File: src/rtl/bus_timer.sv
// Memory-mapped interval timer: CTRL/AR/CNTR/STAT registers behind a RAM-like
// bus port with one-cycle registered read data and a sticky period-end flag.
module bus_timer #(
  parameter int              DW     = 32,
  parameter logic [DW-1:0]   RST_AR = '0
) (
  input  logic          CLK,
  input  logic          RESETN,
  input  logic [31:0]   A,
  input  logic          CS,
  input  logic          WR,
  input  logic [DW-1:0] I,
  output logic [DW-1:0] O,
  output logic          CSO,
  output logic          IRQ
);

  logic [2:0]    ctrl, ctrl_nxt;
  logic [DW-1:0] ar, ar_nxt;
  logic [DW-1:0] cntr, cntr_nxt;
  logic          ov, ov_nxt;
  logic [DW-1:0] rdata;
  logic [1:0]    addr;
  logic          wr_en, rd_en, wrap;
  logic          unused_a;

  function automatic logic [DW-1:0] rd_mux(input logic [1:0] sel, input logic [2:0] c,
                                           input logic [DW-1:0] r_ar, input logic [DW-1:0] r_cntr,
                                           input logic r_ov);
    logic [DW-1:0] r;
    r = '0;
    case (sel)
      2'd0:    r[2:0] = c;
      2'd1:    r      = r_ar;
      2'd2:    r      = r_cntr;
      default: r[1:0] = {r_ov, c[0]};
    endcase
    return r;
  endfunction

  assign addr     = A[1:0];
  assign unused_a = ^A[31:2];
  assign wr_en    = CS & WR;
  assign rd_en    = CS & ~WR;
  // Wrap is judged on the pre-edge count and limit, independent of any same-cycle write.
  assign wrap     = ctrl[0] & (cntr >= ar);
  assign rdata    = rd_mux(addr, ctrl, ar, cntr, ov);

  always_comb begin
    ctrl_nxt = ctrl;
    ar_nxt   = ar;
    cntr_nxt = cntr;
    ov_nxt   = ov;
    if (ctrl[0]) begin
      if (wrap) begin
        cntr_nxt = '0;
        if (!ctrl[1]) ctrl_nxt[0] = 1'b0;
      end else begin
        cntr_nxt = cntr + DW'(1);
      end
    end
    // Bus writes override the counting updates computed above.
    if (wr_en) begin
      case (addr)
        2'd0:    ctrl_nxt = I[2:0];
        2'd1:    ar_nxt   = I;
        2'd2:    cntr_nxt = I;
        default: if (I[1]) ov_nxt = 1'b0;
      endcase
    end
    if (wrap) ov_nxt = 1'b1;
  end

  always_ff @(posedge CLK or negedge RESETN) begin
    if (!RESETN) begin
      ctrl <= '0;
      ar   <= RST_AR;
      cntr <= '0;
      ov   <= 1'b0;
      O    <= '0;
      CSO  <= 1'b0;
      IRQ  <= 1'b0;
    end else begin
      ctrl <= ctrl_nxt;
      ar   <= ar_nxt;
      cntr <= cntr_nxt;
      ov   <= ov_nxt;
      O    <= rd_en ? rdata : '0;
      CSO  <= CS;
      IRQ  <= ov & ctrl[2];
    end
  end

endmodule

File: config.mk
export PLATFORM = sky130hd
export DESIGN_NAME = bus_timer
export DESIGN_NICKNAME = d
export VERILOG_FILES = /design/src/rtl/bus_timer.sv
export SDC_FILE = /design/constraint.sdc
export NUM_CORES = 1
export LEC_CHECK = 0
export ABC_CLOCK_PERIOD_IN_PS = 5800
export CAP_MARGIN = 20
export CORE_UTILIZATION = 45
export CTS_BUF_LIST = sky130_fd_sc_hd__clkbuf_4 sky130_fd_sc_hd__clkbuf_8
export CTS_CLUSTER_DIAMETER = 200
export DETAILED_ROUTE_END_ITERATION = 16
export DONT_BUFFER_PORTS = 1
export HOLD_SLACK_MARGIN = 0.03
export PLACE_DENSITY = 0.61
export SYNTH_ARGS = -nofsm -noshare
export SYNTH_HDL_FRONTEND = slang
export SYNTH_SLANG_ARGS = --single-unit
File: constraint.sdc
create_clock -name CLK -period 5.8 [get_ports CLK]
set_clock_uncertainty 0.2 [all_clocks]
set_input_delay 1.16 -clock CLK [delete_from_list [all_inputs] [get_ports CLK]]
set_output_delay 1.16 -clock CLK [all_outputs]
set_load 0.05 [all_outputs]
==> flow_summary.ini, run 1 <==
[worst_setup_path]
end_kind = register
critical_path_required_ns = 5.90
cp_common_cell = buf_4
crit_chain = inv_1, ha_1, buf_4, and3_2, buf_4, nand2_1, o31ai_4
crit_path_max_incr_delay_ns = 0.74
start_kind = primary input
crit_buf_inv = 3
crit_type = in2reg
cp_data_arrival_time_ns = 3.19
path_delay_family = simple AND/OR/NAND/NOR gates
slowest_stage = and3_2
crit_path_max_fanout = 39
r2r_slack_ns = 2.82

[floorplanning]
core_area_um2 = 11500
die_y_um = 111
io_pins = 102
die_w_um = 111
initial_utilization_pct = 46.7
die-area_um2 = 12400
fp-row-count = 39

[run]
cap_viol_max_count = 0

[timing]
min_period_over_period_pct = 53.2
hold_viol = 0
rsz0062_at_grt = false
tightestPinTransition_ns = 0.733
min_period_ns = 3.09
max-slew-margin-rel_pct = 51.1
finalSetupTns_ns = 0
maxSlewViolCount = 0
clock.fmax_mhz = 324
finalSetupViolations = 0

[layout]
num_antenna_cells = 0
instances_no_fill = 656
area_growth_syn_to_layout_pct = 5.75
drive_gt1_share_pct = 13.6
nets = 615

[global_routing]
grt_usage_pct = 20.6
grt_pass1_vias = 3808
antenna_found_initial = 0
grt_overflow = 0
grt_max_degree = 103
grt_pass1_wl_um = 19800

[yosys]
synth_common_cells = dfrtp_1 (102), nand2_1 (53), nor2_1 (42), inv_1 (38), ha_1 (37)
yosysMostFrequentCell = dfrtp_1
synth_seq_cells = 102
syn_area_per_cell_um2 = 10.4
async_flop_share_pct = 100
yosysSeqAreaShare_pct = 47.5
synth_edf_count = 0
syn_nets = 623
synth.top_cells.by_area = dfrtp_1 (47%), ha_1 (8.6%), mux2_2 (7.1%)
ys_warn_count = 0
synth_top_flop_cell = dfrtp_1
yosysUniqueCellTypes = 44
yosys.area.top_type = dfrtp_1
syn_inst = 518
synth_top_area_share_pct = 47.5
syn_area_um2 = 5380

[placed_design]
detailed_place_hpwl_um = 7850
portBuffers = 0
place_congestion = 0.784
dp.cells = 642

[clocking]
post_cts_buffers = 0
cts-hold-fix-buffers = 0
cts_root_buffer = clkbuf_8
cts.sink_count = 102
cts_made_buffers = 9
cts_max_path_buffers = 2
cts_resized = 0
clkLatencyLatePin_ns = 0.38
clk_pin_slew_ns = 0.09
cts_max_level = 3
tritoncts = built

[route]
routed_via_density = 5.72
dr.first_iter.drc_count = 228
dr.pass1.iters = 10
vias = 3754
avgRoutedWirePerCell_um = 18.1
finalWirelength_um = 11900
postRouteAntennaNets = 0
drc = 10

[pwr]
ir_drop_v = 0.000185
p_per_area_nw_per_um2 = 399
total_leakage_power_nw = 2.52

[status]
status = finished with violations
violations = DRC

[hold_path]
hold_path.class = in2async
flip-flops by register name (all words and copies together) (netlist names):
register	flops
ctrl	3
ov	1
O	32
IRQ	1
ar	32
CSO	1
cntr	32
where the power goes:
| part | total (W) | internal (W) | switching, W |
|---|---|---|---|
| sequential | 0.00117 | 0.000890 | 0.000276 |
| clock | 0.000427 | 0.000191 | 0.000236 |
| combinational | 0.000673 | 0.000338 | 0.000335 |
worst paths after layout:
check / cells past startpoint / end / from
setup / recovery: 7 / cntr[25]$_DFF_PN0_ / A[0]
hold / removal: 0 / CSO$_DFF_PN0_ / RESETN
setup reg to reg: 9 / cntr[17]$_DFF_PN0_ / cntr[0]$_DFF_PN0_
hold reg to reg: 2 / ov$_DFFE_PN0P_ / ov$_DFFE_PN0P_
max in group asynchronous: 0 / O[27]$_DFF_PN0_ / RESETN
min in group CLK: 2 / ov$_DFFE_PN0P_ / ov$_DFFE_PN0P_
layout make-up:
type | instances | area (um2)
Inverter | 38 | 143
Timing Repair Buffer | 6 | 45.0
Clock buffer | 13 | 173
Clock inverter | 1 | 5.00
Tap cell | 143 | 179
Multi-Input combinational cell | 353 | 2590
Fill cell | 1064 | 5830
Sequential cell | 102 | 2550
through the flow:
stage / setup WS, ns / total power (W) / hold WS (ns) / cell area [um2] / util (%)
after floorplan: 2.91 / 0.00167 / 0.258 / 5380 / -
after global placement: 2.32 / 0.00182 / 0.295 / 5510 / 47.8
after detailed placement: 2.30 / 0.00186 / 0.307 / 5510 / 47.8
after CTS: 2.71 / 0.00228 / 0.247 / 5680 / 49.4
after global routing: 2.54 / 0.00245 / 0.236 / 5680 / 49.4
final: 2.71 / 0.00227 / 0.263 / 5680 / 49.4
worst reg2reg max path: stages (launching register included):
cell and delay [ns]:
dfrtp_1 0.42, inv_1 0.09, ha_1 0.27, nand2b_1 0.13, a2111o_1 0.40, a32oi_1 0.25
a21oi_1 0.11, or2_1 0.39, buf_4 0.31, o31ai_1 0.32
kinds of logic (layout without fill, tap and decap cells):
group                      after synthesis  after routing  synth area share [%]
adders and majority gates               37             37                  8.61
buffers and inverters                   63             58                  4.40
muxes                                   35             35                  7.31
DFF                                    102            102                  47.5
AOI/OAI and AO/OA                       98             98                  13.5
and+or+nand+nor                        153            153                  13.8
xor gates and xnor gates                30             30                  4.89
cells in the final DEF, fill, tap and decap left out, types with 2 or more instances in the layout:
master,Yosys,layout
mux2_2,34,34
a31oi_1,2,2
o21a_1,2,2
nand4_1,12,12
o31ai_1,25,25
o21ai_0,7,7
ha_1,37,37
nand3_1,16,16
a222oi_1,2,2
a22oi_1,31,31
and4_1,2,2
nand4_2,2,2
a21oi_1,18,18
nor2_1,42,42
nand2_1,53,53
inv_1,38,38
or2_1,2,2
nand2b_1,3,3
xnor2_1,11,11
nor3_1,5,5
nor4_1,2,2
dfrtp_1,102,102
buf_4,0,6
xor2_1,19,19
clkbuf_8,0,12
o31ai_2,5,5
and3_1,4,3
and3_2,1,2
metal layers:
layer / wire length (um) / track usage (%) / vias to the layer above
met2: 5730 / 33.1 / 71
met4: 153 / 7.12 / 0
met1: 5280 / 26.5 / 1850
met5: 0 / 0 / -
met3: 702 / 6.01 / 14
li1: - / - / 1819
Power figures use the tool's default switching activity.
==> inputs of run 2 (changes only) <==
Settings changed: ABC_CLOCK_PERIOD_IN_PS 5800 to 3200.
Clock period 5.8 ns to 3.2 ns, I/O delays scaled along.
==> run 2 against run 1 <==
Die area did not move. Worst hold slack got worse by 0.51 ns. Design area grew 0.20%. The run ends with DRC, hold timing left. Combinational power increased by 81%. Critical endpoint is now cntr[30]$_DFF_PN0_. Clock power up 77%.
==> flow_summary.ini, run 2 (synthesized netlist as in run 1, its figures left out) <==
[clocking]
cts_root_buffer = clkbuf_8
cts.sink_count = 102
cts_made_buffers = 9
clk_pin_slew_ns = 0.09
cts_resized = 0
cts_max_path_buffers = 2
post_cts_buffers = 0
cts_max_level = 3
tritoncts = built
clkLatencyLatePin_ns = 0.38

[worst_setup_path]
crit_type = reg2reg
crit_path_max_fanout = 16
end_kind = register
crit_path_max_incr_delay_ns = 0.41
critical_path_required_ns = 3.28
slowest_stage = dfrtp_1
start_kind = register
cp_data_arrival_time_ns = 2.80
crit_chain = inv_1, ha_1, nand2b_1, a2111o_1, a32oi_1, a21oi_1, or2_1, buf_4, o31ai_1

[timing]
min_period_over_period_pct = 84.9
finalSetupViolations = 0
maxSlewViolCount = 0
whs_ns = -0.247
hold_viol = 102
rsz0062_at_grt = false
min_period_ns = 2.72
finalSetupTns_ns = 0
tightestPinTransition_ns = 0.694
max-slew-margin-rel_pct = 53.4
clock.fmax_mhz = 368

[layout]
drive_gt1_share_pct = 14.1
final_common_cell = dfrtp_1
reg.largest.list = O: 32 flops, ar: 32 flops, cntr: 32 flops
multi_input_area_um2 = 2590
area_growth_syn_to_layout_pct = 5.96
final_cell_mix = dfrtp_1 (102), nand2_1 (53), nor2_1 (42)
nets = 617
fill_cells = 1071
num_antenna_cells = 0
utilization_pct = 49.5
seq_area_um2 = 2550

[floorplanning]
io_pins = 102
core_area_um2 = 11500
die_y_um = 111
die-area_um2 = 12400
die_w_um = 111
initial_utilization_pct = 46.7
fp-row-count = 39

[route]
postRouteAntennaNets = 0
dr.first_iter.drc_count = 235
dr.pass1.iters = 11
routed_via_density = 5.69
finalWirelength_um = 11700
vias = 3747
drc = 10
avgRoutedWirePerCell_um = 17.8

[global_routing]
grt.busiest_layer = met2
use_met2_pct = 33.1
grt_pass1_vias = 3919
use_met1_pct = 26.1
gr-usage-met3_pct = 4.26
grt_max_degree = 103
antenna_found_initial = 0
grt_pass1_wl_um = 19700
grt_overflow = 0
grt_usage_pct = 20.4

[placed_design]
place_congestion = 0.834
portBuffers = 0
detailed_place_hpwl_um = 7750

[pwr]
p_per_area_nw_per_um2 = 717
ir_drop_v = 0.000275
total_leakage_power_nw = 2.53

[status]
violations = DRC, hold timing
status = finished with violations

[hold_path]
hold_path.class = in2async

[run]
cap_viol_max_count = 0
## run 2: changes by cell type in the layout (fill, tap and decap cells not counted), sizes merged
cell,delta
clkinvlp,+1
clkinv,+1
clkbuf,-1
buf,+2
## run 2: cell type report
cell class	count	share of cell area, %
multi-input combinational	353	45.4
sequential	102	44.8
tap	143	3.14
clock buffer	12	2.68
inverter	38	2.50
timing repair buffer	8	1.05
clock inverter	3	0.373
## run 2: path summary, 6_finish.rpt
kind	slack, ns	from	cells after the start	to
setup / recovery	0.48	cntr[0]$_DFF_PN0_	9	cntr[30]$_DFF_PN0_
hold / removal	-0.25	RESETN	0	CSO$_DFF_PN0_
setup reg to reg	0.48	cntr[0]$_DFF_PN0_	9	cntr[30]$_DFF_PN0_
min in group CLK	0.09	CS	0	CSO$_DFF_PN0_
hold reg to reg	0.32	ov$_DFFE_PN0P_	2	ov$_DFFE_PN0P_
max in group asynchronous	2.86	RESETN	0	ctrl[1]$_DFFE_PN0P_
## run 2: worst max-delay path, delay by kind of cell (launching register included)
family	cells	cell delay (ns)
compound gates	4	1.05
flops	1	0.41
simple gates	2	0.37
buf+inv	2	0.31
fa+ha+maj	1	0.27
## run 2: metal layers
| metal | up-vias | share of wire (%) |
|---|---|---|
| li1 | 1816 | - |
| met3 | 11 | 6.3 |
| met5 | - | 0 |
| met4 | 0 | 1.7 |
| met2 | 96 | 47 |
| met1 | 1824 | 45 |
## run 2: per-stage QoR
stage | setup slack [ns] | total power [W] | cell area (um2) | hold slack [ns] | cells
finish | 0.484 | 0.00408 | 5700 | -0.247 | 659
global route | 0.311 | 0.00441 | 5700 | -0.272 | 659
CTS | 0.487 | 0.00411 | 5700 | -0.270 | 659
detailed placement | 0.519 | 0.00335 | 5520 | 0.149 | 644
global placement | 0.515 | 0.00331 | 5520 | 0.148 | 644
floorplan | 0.657 | 0.00302 | 5380 | 0.144 | 518
## run 2: where the power goes
part / total, W / switching [W] / internal (W)
logic: 0.00122 / 0.000601 / 0.000616
registers: 0.00211 / 0.000495 / 0.00161
clock network: 0.000757 / 0.000439 / 0.000318
==> inputs of run 3 (changes only) <==
Settings changed: ABC_CLOCK_PERIOD_IN_PS 3200 to 2500.
Clock period 3.2 ns to 2.5 ns, I/O delays scaled along.
==> run 3 against run 2 <==
The flow finishes with violations (DRC, hold timing, setup timing). Power up 58%. Sequential power is 22% higher. Non-clock buffer count up 59. Critical path type unchanged.
==> flow_summary.ini, run 3 (synthesized netlist as in run 1, its figures left out) <==
[layout]
drive_gt1_share_pct = 27.3
nets = 676
final_common_cell = dfrtp_1
final_cell_mix = dfrtp_1 (101), nand2_1 (52), buf_4 (43)
area_growth_syn_to_layout_pct = 26.0
fill_cells = 929
reg.largest.list = O: 32 flops, ar: 32 flops, cntr: 32 flops
num_antenna_cells = 0
utilization_pct = 58.8

[worst_setup_path]
crit_chain = inv_2, ha_4, nand2b_4, a2111o_1, a32oi_2, a21oi_2, or2_4, clkbuf_16, o31ai_2
critical_path_required_ns = 2.60
path_delay_family = compound AO/OA/AOI/OAI gates
start_kind = register
reg2reg_from = cntr[0]$_DFF_PN0_
r2r_slack_ns = -0.03
cp.depth = 9
crit_buf_inv = 2
crit_type = reg2reg
cp_data_arrival_time_ns = 2.63
slowest_stage = a2111o_1
endpoint = cntr[20]$_DFF_PN0_
end_kind = register
worst_r2r_path_depth = 9
crit_path_max_incr_delay_ns = 0.42
crit_path_max_fanout = 5
critPathLaunch = cntr[0]$_DFF_PN0_
rr_endpoint = cntr[20]$_DFF_PN0_

[floorplanning]
fp-row-count = 39
die-area_um2 = 12400
die_w_um = 111
initial_utilization_pct = 46.7
core_area_um2 = 11500
die_y_um = 111
io_pins = 102

[pwr]
total_leakage_power_nw = 2.95
internal_power_w = 0.00409
switching_share_pct = 36.5
p_clk_share_pct = 17.2
p_per_area_nw_per_um2 = 950
p_sw_w = 0.00235
comb_power_share_pct = 42.7
ir_drop_v = 0.000525
power_frac_seq_pct = 40.1

[timing]
rsz0062_at_grt = true
finalSetupTns_ns = -0.249
setup_slack_ns = -0.0314
finalSetupViolations = 19
min_period_over_period_pct = 101
maxSlewViolCount = 0
tightestPinTransition_ns = 0.613
max-slew-margin-rel_pct = 59.1
min_period_ns = 2.53
hold_viol = 102
whs_ns = -0.394
clock.fmax_mhz = 395

[clocking]
clkLatencyLatePin_ns = 0.38
clk_pin_slew_ns = 0.10
cts_max_path_buffers = 2
tritoncts = built
cts_root_buffer = clkbuf_8
cts.sink_count = 102
cts-hold-fix-buffers = 18
cts_made_buffers = 9
cts_max_level = 3

[global_routing]
grt_overflow = 0
grt_pass1_vias = 4104
grt_pass1_wl_um = 21000
grt_usage_pct = 21.9
antenna_found_initial = 0
grt_max_degree = 103

[route]
dr.pass1.iters = 13
avgRoutedWirePerCell_um = 18.6
vias = 4103
routed_via_density = 5.71
dr.first_iter.drc_count = 209
drc = 8
postRouteAntennaNets = 0
finalWirelength_um = 13400

[placed_design]
portBuffers = 0
detailed_place_hpwl_um = 8300
place_congestion = 0.795

[hold_path]
hold_path.class = in2async

[run]
cap_viol_max_count = 0

[status]
violations = DRC, hold timing, setup timing
status = finished with violations
-- run 3: cell type report --
type / count / area (um2) / area share [%]
Clock buffer: 15 / 206 / 3.05
Clock inverter: 1 / 8.76 / 0.129
Inverter: 38 / 143 / 2.11
Multi-Input combinational cell: 353 / 3040 / 44.9
Sequential cell: 102 / 2550 / 37.7
Tap cell: 143 / 179 / 2.64
Timing Repair Buffer: 67 / 643 / 9.50
-- run 3: worst min-delay path by stage --
stage / startpoint / endpoint / depth (start not counted)
finish: RESETN / O[6]$_DFF_PN0_ / 0
global route: RESETN / ar[27]$_DFFE_PN0P_ / 0
CTS: RESETN / ar[27]$_DFFE_PN0P_ / 0
detailed placement: RESETN / CSO$_DFF_PN0_ / 0
global placement: RESETN / CSO$_DFF_PN0_ / 0
floorplan: RESETN / CSO$_DFF_PN0_ / 0
-- run 3: through the flow --
stage	total power (W)	setup WS, ns	instances	hold slack [ns]	cell area [um2]
6_report	0.00643	-0.0314	719	-0.394	6770
3_5_place_dp	0.00455	-0.167	673	0.00825	5760
2_1_floorplan	0.00387	0.0155	518	0.00441	5380
5_1_grt	0.00687	-0.125	719	-0.416	6770
4_1_cts	0.00587	-0.0659	712	-0.411	6360
3_3_place_gp	0.00448	-0.101	673	0.00816	5760
-- run 3: power by group through the flow --
stage,registers [W],logic [W],clock network (W)
6_report,0.00258,0.00275,0.00111
5_1_grt,0.00264,0.00304,0.00119
3_3_place_gp,0.00256,0.00192,0
2_1_floorplan,0.00258,0.00130,0
4_1_cts,0.00255,0.00219,0.00113
3_5_place_dp,0.00258,0.00197,0
-- run 3: layer usage --
metal / global-route usage [%] / share of wire, % / up-vias / wire [um]
li1: - / - / 1937 / -
met1: 28.6 / 45 / 2056 / 5980
met2: 35.6 / 49 / 99 / 6570
met3: 5.58 / 5.1 / 11 / 687
met4: 6.85 / 1.2 / 0 / 157
met5: 0 / 0 / - / 0
-- run 3: what timing repair did --
action / 4_1_cts / 5_1_grt
endpoints found under the setup margin: 30 / 31
buffers inserted: 3 / 6
gates resized for setup: 25 / 49
hold endpoints to repair: 120 / 102
cloned: 2 / 1
pin swaps: 6 / 42
